==> src/rtl/sap_datapath_pkg.sv <==
// sap_datapath_pkg
//   Shared definitions for the SAP datapath: command FSM state encoding,
//   ALU opcodes and the bit positions of C/Z/N/V inside the 4-bit flags word.
package sap_datapath_pkg;

  typedef enum logic [1:0] {
    ST_IDLE  = 2'd0,
    ST_FETCH = 2'd1,
    ST_EXEC  = 2'd2,
    ST_WB    = 2'd3
  } state_e;

  localparam logic [2:0] OP_ADD  = 3'd0;
  localparam logic [2:0] OP_SUB  = 3'd1;
  localparam logic [2:0] OP_AND  = 3'd2;
  localparam logic [2:0] OP_OR   = 3'd3;
  localparam logic [2:0] OP_XOR  = 3'd4;
  localparam logic [2:0] OP_PASS = 3'd5;
  localparam logic [2:0] OP_SHL  = 3'd6;
  localparam logic [2:0] OP_SHR  = 3'd7;

  // Flags word is {C,Z,N,V}
  localparam int FLG_C = 3;
  localparam int FLG_Z = 2;
  localparam int FLG_N = 1;
  localparam int FLG_V = 0;

  function automatic logic [3:0] pack_flags(input logic c, input logic z,
                                            input logic n, input logic v);
    logic [3:0] f;
    f        = '0;
    f[FLG_C] = c;
    f[FLG_Z] = z;
    f[FLG_N] = n;
    f[FLG_V] = v;
    return f;
  endfunction

endpackage

==> src/rtl/sap_datapath_if.sv <==
// sap_datapath_if
//   Command/result bus between the controller (master) and the datapath (slave).
//   Ports:
//     cmd_valid/cmd_ready  command handshake (accepted when both high)
//     cmd_op/src_a/src_b/dst/flg_we  command fields
//     bus, bus_valid, done  result and its one-cycle strobes
//     flags                 registered {C,Z,N,V}
interface sap_datapath_if #(
  parameter int WIDTH = 8,
  parameter int AW    = 2
);
  logic             cmd_valid;
  logic             cmd_ready;
  logic [2:0]       cmd_op;
  logic [AW-1:0]    cmd_src_a;
  logic [AW-1:0]    cmd_src_b;
  logic [AW-1:0]    cmd_dst;
  logic             cmd_flg_we;
  logic [WIDTH-1:0] bus;
  logic             bus_valid;
  logic             done;
  logic [3:0]       flags;

  modport master (
    output cmd_valid, cmd_op, cmd_src_a, cmd_src_b, cmd_dst, cmd_flg_we,
    input  cmd_ready, bus, bus_valid, done, flags
  );

  modport slave (
    input  cmd_valid, cmd_op, cmd_src_a, cmd_src_b, cmd_dst, cmd_flg_we,
    output cmd_ready, bus, bus_valid, done, flags
  );
endinterface

==> src/rtl/sap_datapath_alu.sv <==
// sap_alu
//   Combinational ALU for the SAP datapath.
//   Ports:
//     a, b    operands (WIDTH)
//     op      opcode (OP_ADD..OP_SHR)
//     result  op result mod 2^WIDTH
//     flags   {C,Z,N,V} that this result would produce
module sap_alu
  import sap_datapath_pkg::*;
#(
  parameter int WIDTH = 8
) (
  input  logic [WIDTH-1:0] a,
  input  logic [WIDTH-1:0] b,
  input  logic [2:0]       op,
  output logic [WIDTH-1:0] result,
  output logic [3:0]       flags
);

  logic [WIDTH-1:0] b_eff;
  logic [WIDTH:0]   sum;
  logic             c;
  logic             v;

  always_comb begin
    // SUB shares the adder as a + ~b + 1, so C=1 means "no borrow"
    b_eff  = (op == OP_SUB) ? ~b : b;
    sum    = {1'b0, a} + {1'b0, b_eff} + {{WIDTH{1'b0}}, (op == OP_SUB)};
    result = '0;
    c      = 1'b0;
    v      = 1'b0;
    case (op)
      OP_ADD, OP_SUB: begin
        result = sum[WIDTH-1:0];
        c      = sum[WIDTH];
        // overflow: both adder inputs share a sign that the sum does not
        v      = (a[WIDTH-1] == b_eff[WIDTH-1]) && (sum[WIDTH-1] != a[WIDTH-1]);
      end
      OP_AND:  result = a & b;
      OP_OR:   result = a | b;
      OP_XOR:  result = a ^ b;
      OP_PASS: result = a;
      OP_SHL: begin
        result = {a[WIDTH-2:0], 1'b0};
        c      = a[WIDTH-1];
      end
      OP_SHR: begin
        result = {1'b0, a[WIDTH-1:1]};
        c      = a[0];
      end
      default: result = '0;
    endcase
    flags = pack_flags(c, (result == '0), result[WIDTH-1], v);
  end

endmodule

==> src/rtl/sap_datapath.sv <==
// sap_datapath
//   Register file (NUM_REGS x WIDTH) plus ALU under a 4-cycle command FSM
//   IDLE -> FETCH -> EXEC -> WB. Each result appears on bus with a one-cycle
//   bus_valid/done strobe during WB; flags update at the end of WB when the
//   command asked for it.
//   Ports:
//     clk, reset        clock, asynchronous active-low reset
//     cmd               command/result interface (slave side)
//     wr_en/addr/data   external register load, any state
//     rd_addr/rd_data   combinational register peek
//     wr_conflict       external write dropped in favour of writeback
module sap_datapath
  import sap_datapath_pkg::*;
#(
  parameter  int WIDTH    = 8,
  parameter  int NUM_REGS = 4,
  localparam int AW       = $clog2(NUM_REGS)
) (
  input  logic             clk,
  input  logic             reset,
  sap_datapath_if.slave    cmd,
  input  logic             wr_en,
  input  logic [AW-1:0]    wr_addr,
  input  logic [WIDTH-1:0] wr_data,
  input  logic [AW-1:0]    rd_addr,
  output logic [WIDTH-1:0] rd_data,
  output logic             wr_conflict
);

  state_e           state_q, state_d;
  logic [2:0]       op_q, op_d;
  logic [AW-1:0]    src_a_q, src_a_d, src_b_q, src_b_d, dst_q, dst_d;
  logic             flg_we_q, flg_we_d;
  logic [WIDTH-1:0] opa_q, opa_d, opb_q, opb_d;
  logic [WIDTH-1:0] res_q, res_d;
  logic [3:0]       nflags_q, nflags_d, flags_q, flags_d;
  logic [WIDTH-1:0] regs_q [NUM_REGS];
  logic [WIDTH-1:0] regs_d [NUM_REGS];
  logic [WIDTH-1:0] alu_res;
  logic [3:0]       alu_flags;

  sap_alu #(.WIDTH(WIDTH)) u_alu (
    .a      (opa_q),
    .b      (opb_q),
    .op     (op_q),
    .result (alu_res),
    .flags  (alu_flags)
  );

  // IDLE: latch command fields on handshake
  // FETCH: read operands from the pre-edge register file
  // EXEC: register ALU result and prospective flags
  // WB: commit to register file and (optionally) flags
  always_comb begin
    state_d  = state_q;
    op_d     = op_q;
    src_a_d  = src_a_q;
    src_b_d  = src_b_q;
    dst_d    = dst_q;
    flg_we_d = flg_we_q;
    opa_d    = opa_q;
    opb_d    = opb_q;
    res_d    = res_q;
    nflags_d = nflags_q;
    flags_d  = flags_q;
    case (state_q)
      ST_IDLE: begin
        if (cmd.cmd_valid) begin
          op_d     = cmd.cmd_op;
          src_a_d  = cmd.cmd_src_a;
          src_b_d  = cmd.cmd_src_b;
          dst_d    = cmd.cmd_dst;
          flg_we_d = cmd.cmd_flg_we;
          state_d  = ST_FETCH;
        end
      end
      ST_FETCH: begin
        opa_d   = regs_q[src_a_q];
        opb_d   = regs_q[src_b_q];
        state_d = ST_EXEC;
      end
      ST_EXEC: begin
        res_d    = alu_res;
        nflags_d = alu_flags;
        state_d  = ST_WB;
      end
      ST_WB: begin
        if (flg_we_q) flags_d = nflags_q;
        state_d = ST_IDLE;
      end
      default: state_d = ST_IDLE;
    endcase
  end

  // Register file: external write first, writeback overrides it on the same index
  always_comb begin
    regs_d      = regs_q;
    wr_conflict = 1'b0;
    if (wr_en) regs_d[wr_addr] = wr_data;
    if (state_q == ST_WB) begin
      regs_d[dst_q] = res_q;
      wr_conflict   = wr_en && (wr_addr == dst_q);
    end
  end

  always_ff @(posedge clk or negedge reset) begin
    if (!reset) begin
      state_q  <= ST_IDLE;
      op_q     <= '0;
      src_a_q  <= '0;
      src_b_q  <= '0;
      dst_q    <= '0;
      flg_we_q <= 1'b0;
      opa_q    <= '0;
      opb_q    <= '0;
      res_q    <= '0;
      nflags_q <= '0;
      flags_q  <= '0;
      for (int i = 0; i < NUM_REGS; i++) regs_q[i] <= '0;
    end else begin
      state_q  <= state_d;
      op_q     <= op_d;
      src_a_q  <= src_a_d;
      src_b_q  <= src_b_d;
      dst_q    <= dst_d;
      flg_we_q <= flg_we_d;
      opa_q    <= opa_d;
      opb_q    <= opb_d;
      res_q    <= res_d;
      nflags_q <= nflags_d;
      flags_q  <= flags_d;
      regs_q   <= regs_d;
    end
  end

  // res_q is only loaded in EXEC, so it already holds the last result and
  // doubles as the bus register; it is new exactly during WB.
  assign cmd.cmd_ready = (state_q == ST_IDLE);
  assign cmd.bus       = res_q;
  assign cmd.bus_valid = (state_q == ST_WB);
  assign cmd.done      = (state_q == ST_WB);
  assign cmd.flags     = flags_q;
  assign rd_data       = regs_q[rd_addr];

endmodule

==> src/flat_wrapper.sv <==
// flat-port wrapper written by rule: the top's interface ports become plain ports
module sap_datapath_flat import sap_datapath_pkg::*;
#(
  parameter  int WIDTH    = 8,
  parameter  int NUM_REGS = 4,
  localparam int AW       = $clog2(NUM_REGS)
)
  (clk, reset, wr_en, wr_addr, wr_data, rd_addr, rd_data, wr_conflict, cmd_cmd_valid, cmd_cmd_op, cmd_cmd_src_a, cmd_cmd_src_b, cmd_cmd_dst, cmd_cmd_flg_we, cmd_cmd_ready, cmd_bus, cmd_bus_valid, cmd_done, cmd_flags);
  sap_datapath_if #(.WIDTH(WIDTH), .AW((2))) cmd_i ();
  input  logic clk;
  input  logic reset;
  input  logic wr_en;
  input  logic [AW-1:0] wr_addr;
  input  logic [WIDTH-1:0] wr_data;
  input  logic [AW-1:0] rd_addr;
  output logic [WIDTH-1:0] rd_data;
  output logic wr_conflict;
  input wire logic [$bits(cmd_i.cmd_valid)-1:0] cmd_cmd_valid;
  input wire logic [$bits(cmd_i.cmd_op)-1:0] cmd_cmd_op;
  input wire logic [$bits(cmd_i.cmd_src_a)-1:0] cmd_cmd_src_a;
  input wire logic [$bits(cmd_i.cmd_src_b)-1:0] cmd_cmd_src_b;
  input wire logic [$bits(cmd_i.cmd_dst)-1:0] cmd_cmd_dst;
  input wire logic [$bits(cmd_i.cmd_flg_we)-1:0] cmd_cmd_flg_we;
  output wire logic [$bits(cmd_i.cmd_ready)-1:0] cmd_cmd_ready;
  output wire logic [$bits(cmd_i.bus)-1:0] cmd_bus;
  output wire logic [$bits(cmd_i.bus_valid)-1:0] cmd_bus_valid;
  output wire logic [$bits(cmd_i.done)-1:0] cmd_done;
  output wire logic [$bits(cmd_i.flags)-1:0] cmd_flags;
  assign cmd_i.cmd_valid = cmd_cmd_valid;
  assign cmd_i.cmd_op = cmd_cmd_op;
  assign cmd_i.cmd_src_a = cmd_cmd_src_a;
  assign cmd_i.cmd_src_b = cmd_cmd_src_b;
  assign cmd_i.cmd_dst = cmd_cmd_dst;
  assign cmd_i.cmd_flg_we = cmd_cmd_flg_we;
  assign cmd_cmd_ready = cmd_i.cmd_ready;
  assign cmd_bus = cmd_i.bus;
  assign cmd_bus_valid = cmd_i.bus_valid;
  assign cmd_done = cmd_i.done;
  assign cmd_flags = cmd_i.flags;
  sap_datapath #(.WIDTH(WIDTH), .NUM_REGS(NUM_REGS)) u_core (.clk(clk), .reset(reset), .cmd(cmd_i), .wr_en(wr_en), .wr_addr(wr_addr), .wr_data(wr_data), .rd_addr(rd_addr), .rd_data(rd_data), .wr_conflict(wr_conflict));
endmodule
==> config.mk <==
export PLATFORM = sky130hd
export DESIGN_NAME = sap_datapath_flat
export DESIGN_NICKNAME = d
export VERILOG_FILES = /design/src/rtl/sap_datapath_pkg.sv /design/src/rtl/sap_datapath_if.sv /design/src/rtl/sap_datapath_alu.sv /design/src/rtl/sap_datapath.sv /design/src/flat_wrapper.sv
export SDC_FILE = /design/constraint.sdc
export NUM_CORES = 1
export LEC_CHECK = 0
export ABC_AREA = 1
export BUFFER_PORTS_ARGS = -buffer_cell sky130_fd_sc_hd__buf_2
export CAP_MARGIN = 20
export CELL_PAD_IN_SITES_DETAIL_PLACEMENT = 2
export CELL_PAD_IN_SITES_GLOBAL_PLACEMENT = 2
export CORE_ASPECT_RATIO = 1.25
export CORE_MARGIN = 2
export CORE_UTILIZATION = 35
export CTS_BUF_LIST = sky130_fd_sc_hd__clkbuf_2 sky130_fd_sc_hd__clkbuf_4 sky130_fd_sc_hd__clkbuf_8
export DETAILED_ROUTE_END_ITERATION = 10
export PLACE_DENSITY_LB_ADDON = 0.1
export SETUP_SLACK_MARGIN = 0.5
export SLEW_MARGIN = 0
export SYNTH_ARGS = -nofsm -noshare
export SYNTH_HDL_FRONTEND = slang
export SYNTH_HIERARCHICAL = 1
export SYNTH_SLANG_ARGS = --single-unit
==> constraint.sdc <==
create_clock -name clk -period 2.9 [get_ports clk]
set_clock_uncertainty 0.15 [all_clocks]
set_input_delay 0.435 -clock clk [delete_from_list [all_inputs] [get_ports clk]]
set_output_delay 0.435 -clock clk [all_outputs]
set_load 0.01 [all_outputs]
Word-level counts from Yosys, hierarchy flattened. Index checks and enable logic that the tools add are counted.

Register bits: 76. Bits of input ports: 26. Output and inout bits: 24. Word-level logic and storage cells: 81.

Add/sub/neg operators: 2. Order comparisons: 7. Equality and inequality tests: 14. Multiplexer cells: 24. Bitwise logic cells: 9. Reduce and logical (&&, ||, !) cells: 10.

Operators by type and width (number): 8-bit 2-to-1 mux (9); 32-bit bitwise mux (2); 32-bit 2-to-1 mux (2); 8-bit case mux with 7 select lines (1); 8-bit binary-select mux with 2-bit select (3); 8-bit demux with 2-bit select (2); 3-bit greater-or-equal comparator (second input constant) (5); 2-bit inverter with 3-bit output (5); 3-bit == test (second input constant) (4); 8-bit by 8-bit adder with 9-bit output (1); 9-bit by 1-bit adder with 9-bit output (1); 8-bit AND (1); 8-bit logical NOT (1); 8-bit inverter (1); 8-bit OR (1); 2-bit case mux with 4 select lines (1); 8-bit bitwise XOR (1); 3-bit by 2-bit == test with 1-bit output (second input constant) (2); 3-bit by 1-bit < comparator with 1-bit output (second input constant) (2); 2-bit == test (second input constant) (2); 1-bit logical AND (4); 2-bit AND reduction (2); 3-bit by 1-bit == test with 1-bit output (second input constant) (1); 3-bit logical NOT (1); 10 further kinds (11).

Logic depth before layout (Yosys ltp).
Depth in word-level cells: 9. Depth in mapped cells: 17. Mapped depth without buffers: 16.

Cells and area by module. The synthesis kept the hierarchy.

Modules (own cells, without submodules): sap_datapath (times used 1, cells an instance 598, area an instance 4221.5 sq um, sequential area each 1901.8 sq um); sap_alu (times used 1, cells an instance 231, area an instance 1367.6 sq um, sequential area each 0.0 sq um).

Worst setup path after synthesis. No wires, ideal clock.

Path type: flip-flop to flip-flop. From: reg u_core.op_q[2]. To: reg u_core.nflags_q[2]. Library setup time: 0.083 ns. Data arrival time: 2.250 ns. Data required time: 2.667 ns. Setup slack: 0.418 ns. Stages on the path, launching flop included: 15. Buffers on the path: 1. Period minus slack after synthesis: 2.482 ns. Path through: dfrtp_1 -> buf_6 -> inv_8 -> nand3_4 -> xor2_1 -> fa_1 -> xor2_1 -> or2_2 -> nand2_1 -> nand3_1 -> nor2_1 -> nand3_1 -> nor2_1 -> nand2_1 -> o21ai_0.

Cells in the longest elaborated chain, start to end: 6. Elaborated cells on any way between the ends: 14. Classes of those cells: 2 x add/sub; 7 x eq/ne; 2 x mux; 3 x reduce/logical.

RTL lines: start: declaration (line sap_datapath.sv:31) `logic [2:0] op_q, op_d;`; start signal: assignment (line sap_datapath.sv:122) `op_q <= op_d;`; 3-bit by 1-bit == test with 1-bit output (line sap_datapath_alu.sv:27, sap_datapath_alu.sv:28, sap_datapath_alu.sv:32); 8-bit 2-to-1 mux (line sap_datapath_alu.sv:27) `b_eff = (op == OP_SUB) ? ~b : b;`; 8-bit by 8-bit adder with 9-bit output (line sap_datapath_alu.sv:28) `sum = {1'b0, a} + {1'b0, b_eff} + {{WIDTH{1'b0}}, (op == OP_SUB)};`; 9-bit by 1-bit adder with 9-bit output (line sap_datapath_alu.sv:28); 8-bit case mux with 7 select lines (*) (line sap_datapath_alu.sv:32) `case (op)`; 8-bit logical NOT (*) (line sap_datapath_alu.sv:53) `flags = pack_flags(c, (result == '0), result[WIDTH-1], v);`; via u_core.alu_flags[2] (line sap_datapath.sv:40) `logic [3:0] alu_flags;`; end signal: assignment (line sap_datapath.sv:130) `nflags_q <= nflags_d;`; end: declaration (line sap_datapath.sv:36) `logic [3:0] nflags_q, nflags_d, flags_q, flags_d;`.

Mark *: on every way through the listed nets, which the timed path passes. The rest lies on a longest branch. A chain may end at the register's enable or synchronous reset.

Worst setup path after layout. Same ends and word-level chain as after synthesis.

==> out/metrics.csv <==
stage,metric,value,unit
run_status,status,completed,
critical_path,CP arrival,2820,ps
global_routing,grt total ovfl,0,
sta,FMAX,376,MHz
sta,Final Cycle Share,0.916,
final_layout,ANT cells,0,
yosys,Mapped Cells,829,
clocking,TritonCTS buffer count,9,
critical_path,Crit Path Max Fanout,7,
critical_path,Most common cell on crit path,nor2_1,
final_layout,share of layout cells above drive strength 1,0.166,
clocking,deepest clock path buffer count,2,
placed_design,RD Place Congestion,0.843,
pwr,sequential share of power,0.241,
floorplanning,effective utilization at floorplan,0.358,
yosys,"Cell Area, Synth",5590,um2
pwr,Leakage,3.48,nW
drt,Avg WL per Cell,21.1,um
yosys,#FFs+latches synth,76,
clocking,CTS tree,built,
drt,drt pass-1 iters,4,
clocking,clk_lat worst skew,380,ps
pwr,clock power share,0.116,
placed_design,Post-DP HPWL,17300,um
final_layout,Non-Filler Instances,1100,
yosys,cell taking the most area after synthesis,dfrtp_1,
clocking,root buf cell,clkbuf_8,
yosys,Synth cell types,36,
yosys,"top cells by area, synth","dfrtp_1, nand2_1, nand3_1",
floorplanning,die footprint,17000,um2
placed_design,Cells after DPL,1062,
sta,Final Slew Violations,0,
yosys,asr flop ratio synth,1.00,
global_routing,first-pass GRT wire length,35500,um
pwr,switching share of power,0.532,
yosys,most numerous cell in the Yosys netlist,nand2_1,
floorplanning,die extent in x,117,um
sta,Total Negative Setup Slacks,0,ps
drt,Via Count,5787,
critical_path,CP required,3060,ps
flow_run,max-cap violations,0,
yosys,part of the Yosys area used for sequential elements,0.340,
yosys,"EDFF count, synth",0,
final_layout,Finished Core Util,0.418,
floorplanning,I/O pins,50,
final_layout,area grow syn2layout,16.9,%
pwr,combinational power share,0.644,
global_routing,initial antenna violation count,0,
sta,RSZ-0062 raised after global routing,true,
pwr,Power Dens Cells,1380,nW/um2
sta,Final Hold Viols,0,
drt,Remaining DRCs,0,
clocking,CTS clock-pin slew for the worst setup and hold paths,100,ps
yosys,Synth top area share,0.340,
critical_path,slowest CP cell,dfrtp_2,
critical_path,critical-path cell list,inv_8 > nand3_4 > buf_6 > xor2_4 > fa_2 > xor2_1 > or2_4 > nand2_4 > nand3_2 > nor2_1 > nand3_1 > nor2_1 > nand2_1 > o21ai_1,
sta,slew margin rel.,0.402,
sta,slew at the pin with the worst max-slew slack,895,ps
global_routing,vias in the first global route,6425,
clocking,Clock Sinks,76,
drt,Final ANT Viol Nets,0,
critical_path,CP max stage delay,450,ps
floorplanning,FP Rows,51,
pwr,worst ir drop on vdd,0.705,mV
sta,final setup fails,0,
sta,slack of the critical path,244,ps
final_layout,# nets final,941,
clocking,CTS HTree Levels,3,
hold_path,worst hold path type,in -> reg,
yosys,Post-Syn Nets,887,
drt,WL final,23200,um
global_routing,largest net degree at the start of global routing,77,
placed_design,post-place setup slack,174,ps
floorplanning,Die H,145,um
floorplanning,CORE AREA,15600,um2
pwr,internal power,4.22,mW
critical_path,crit end category,flop,
drt,Via density,5.26,
yosys,yosys warns,6,
pwr,switching pwr,4.80,mW
critical_path,critical path class,reg -> reg,
placed_design,port buffer count,49,
yosys,top_reg_cell synth,dfrtp_1,
critical_path,startpoint class of the critical path,flop,
drt,initial DRC count,274,
yosys,syn_area_per_cell,6.74,um2
sta,fin crit period,2660,ps
final_layout,FILL cells,1924,
global_routing,GR Util All Layers,0.280,
yosys,most frequent cells after synthesis,"nand2_1, nand3_1, inv_1, dfrtp_1, o21ai_0",
stage by stage:
stage	power, mW	cell area (um2)	hold slack [ps]
final	9.02	6540	129
after global routing	9.78	6540	121
after CTS	8.66	6400	117
after detailed placement	7.18	5990	336
after global placement	6.91	5990	314
after floorplan	5.41	5610	-10.6
worst max-delay path, delay by kind of cell (launching register included):
family | cells | cell delay, ps
adders and majority gates | 1 | 400
xor gates and xnor gates | 2 | 340
AOI/OAI and AO/OA | 1 | 110
DFF | 1 | 450
buffers and inverters | 2 | 240
and+or+nand+nor | 8 | 900
routing by layer:
| layer | wire [um] | share of wire | vias up | track usage |
|---|---|---|---|---|
| met1 | 9130 | 0.39 | 2902 | 0.313 |
| met2 | 12400 | 0.53 | 98 | 0.509 |
| li1 | - | - | 2736 | - |
| met4 | 1180 | 0.051 | 0 | 0.141 |
| met3 | 481 | 0.021 | 51 | 0.0305 |
| met5 | 0 | 0 | - | 0 |
path summary, 6_finish.rpt:
kind / from / endpoint / slack, ps / depth (start not counted)
hold / removal: cmd_cmd_flg_we / u_core/flg_we_q / 130 / 2
setup / recovery: u_core/op_q[2] / u_core/nflags_q[2] / 240 / 14
min in group asynchronous: reset / u_core/regs_q[21] / 440 / 3
hold reg to reg: u_core/cmd.flags[0] / u_core/cmd.flags[0] / 350 / 2
setup reg to reg: u_core/op_q[2] / u_core/nflags_q[2] / 240 / 14
max in group asynchronous: reset / u_core/op_q[2] / 1750 / 3
placed cells by master, fill, tap and decap left out, drive strengths merged, types with 3 or more instances in the layout:
cell / synthesis / layout
a21oi: 26 / 26
buf: 27 / 77
bufinv: 0 / 3
clkbuf: 8 / 9
clkinv: 3 / 4
dfrtp: 76 / 76
ha: 31 / 31
inv: 105 / 106
mux2: 4 / 4
nand2: 308 / 308
nand3: 113 / 113
nand4: 17 / 17
nor2: 36 / 36
o211ai: 10 / 10
o21ai: 44 / 44
xor2: 10 / 10
flip-flops by register name, summed over array words and instances (netlist names):
signal / count
u_core/regs_q: 32
u_core/cmd.bus: 8
u_core/opa_q: 8
u_core/opb_q: 8
u_core/cmd.flags: 4
u_core/nflags_q: 4
u_core/op_q: 3
u_core/dst_q: 2
u_core/src_a_q: 2
u_core/src_b_q: 2
u_core/state_q: 2
u_core/flg_we_q: 1
area by class of cell:
class                           instances  area, um2  area share
Clock buffer                            9        124      0.0190
Sequential cell                        76       1900       0.291
Timing Repair Buffer                   78        492      0.0752
Clock inverter                          7        123      0.0188
Tap cell                              212        265      0.0406
Multi-Input combinational cell        610       3210       0.492
Inverter                              108        415      0.0636
what timing repair did:
action                     4_1_cts  5_1_grt
buffers inserted                15        6
hold buffers                     1        0
pin swaps                       20       18
setup endpoints to repair        6       11
resized for setup               11       19
hold endpoints to repair        76        0
power groups by stage:
| stage | clock network, mW | registers, mW | logic [mW] |
|---|---|---|---|
| 2_1_floorplan | 0 | 1.91 | 3.50 |
| 3_3_place_gp | 0 | 2.14 | 4.77 |
| 3_5_place_dp | 0 | 2.18 | 5.00 |
| 4_1_cts | 1.07 | 2.17 | 5.42 |
| 5_1_grt | 1.12 | 2.25 | 6.41 |
| 6_report | 1.04 | 2.17 | 5.80 |
cell families (layout without fill, tap and decap cells):
group                      count (synthesis)  after routing  share of synthesized area
and+or+nand+nor                          479            479                      0.370
buffers and inverters                    143            202                      0.110
AOI/OAI and AO/OA                         85             85                     0.0826
DFF                                       76             76                      0.340
adders and majority gates                 32             32                     0.0730
xor gates and xnor gates                  10             10                     0.0157
muxes                                      4              4                    0.00806
(Power assumes the default switching activity.)
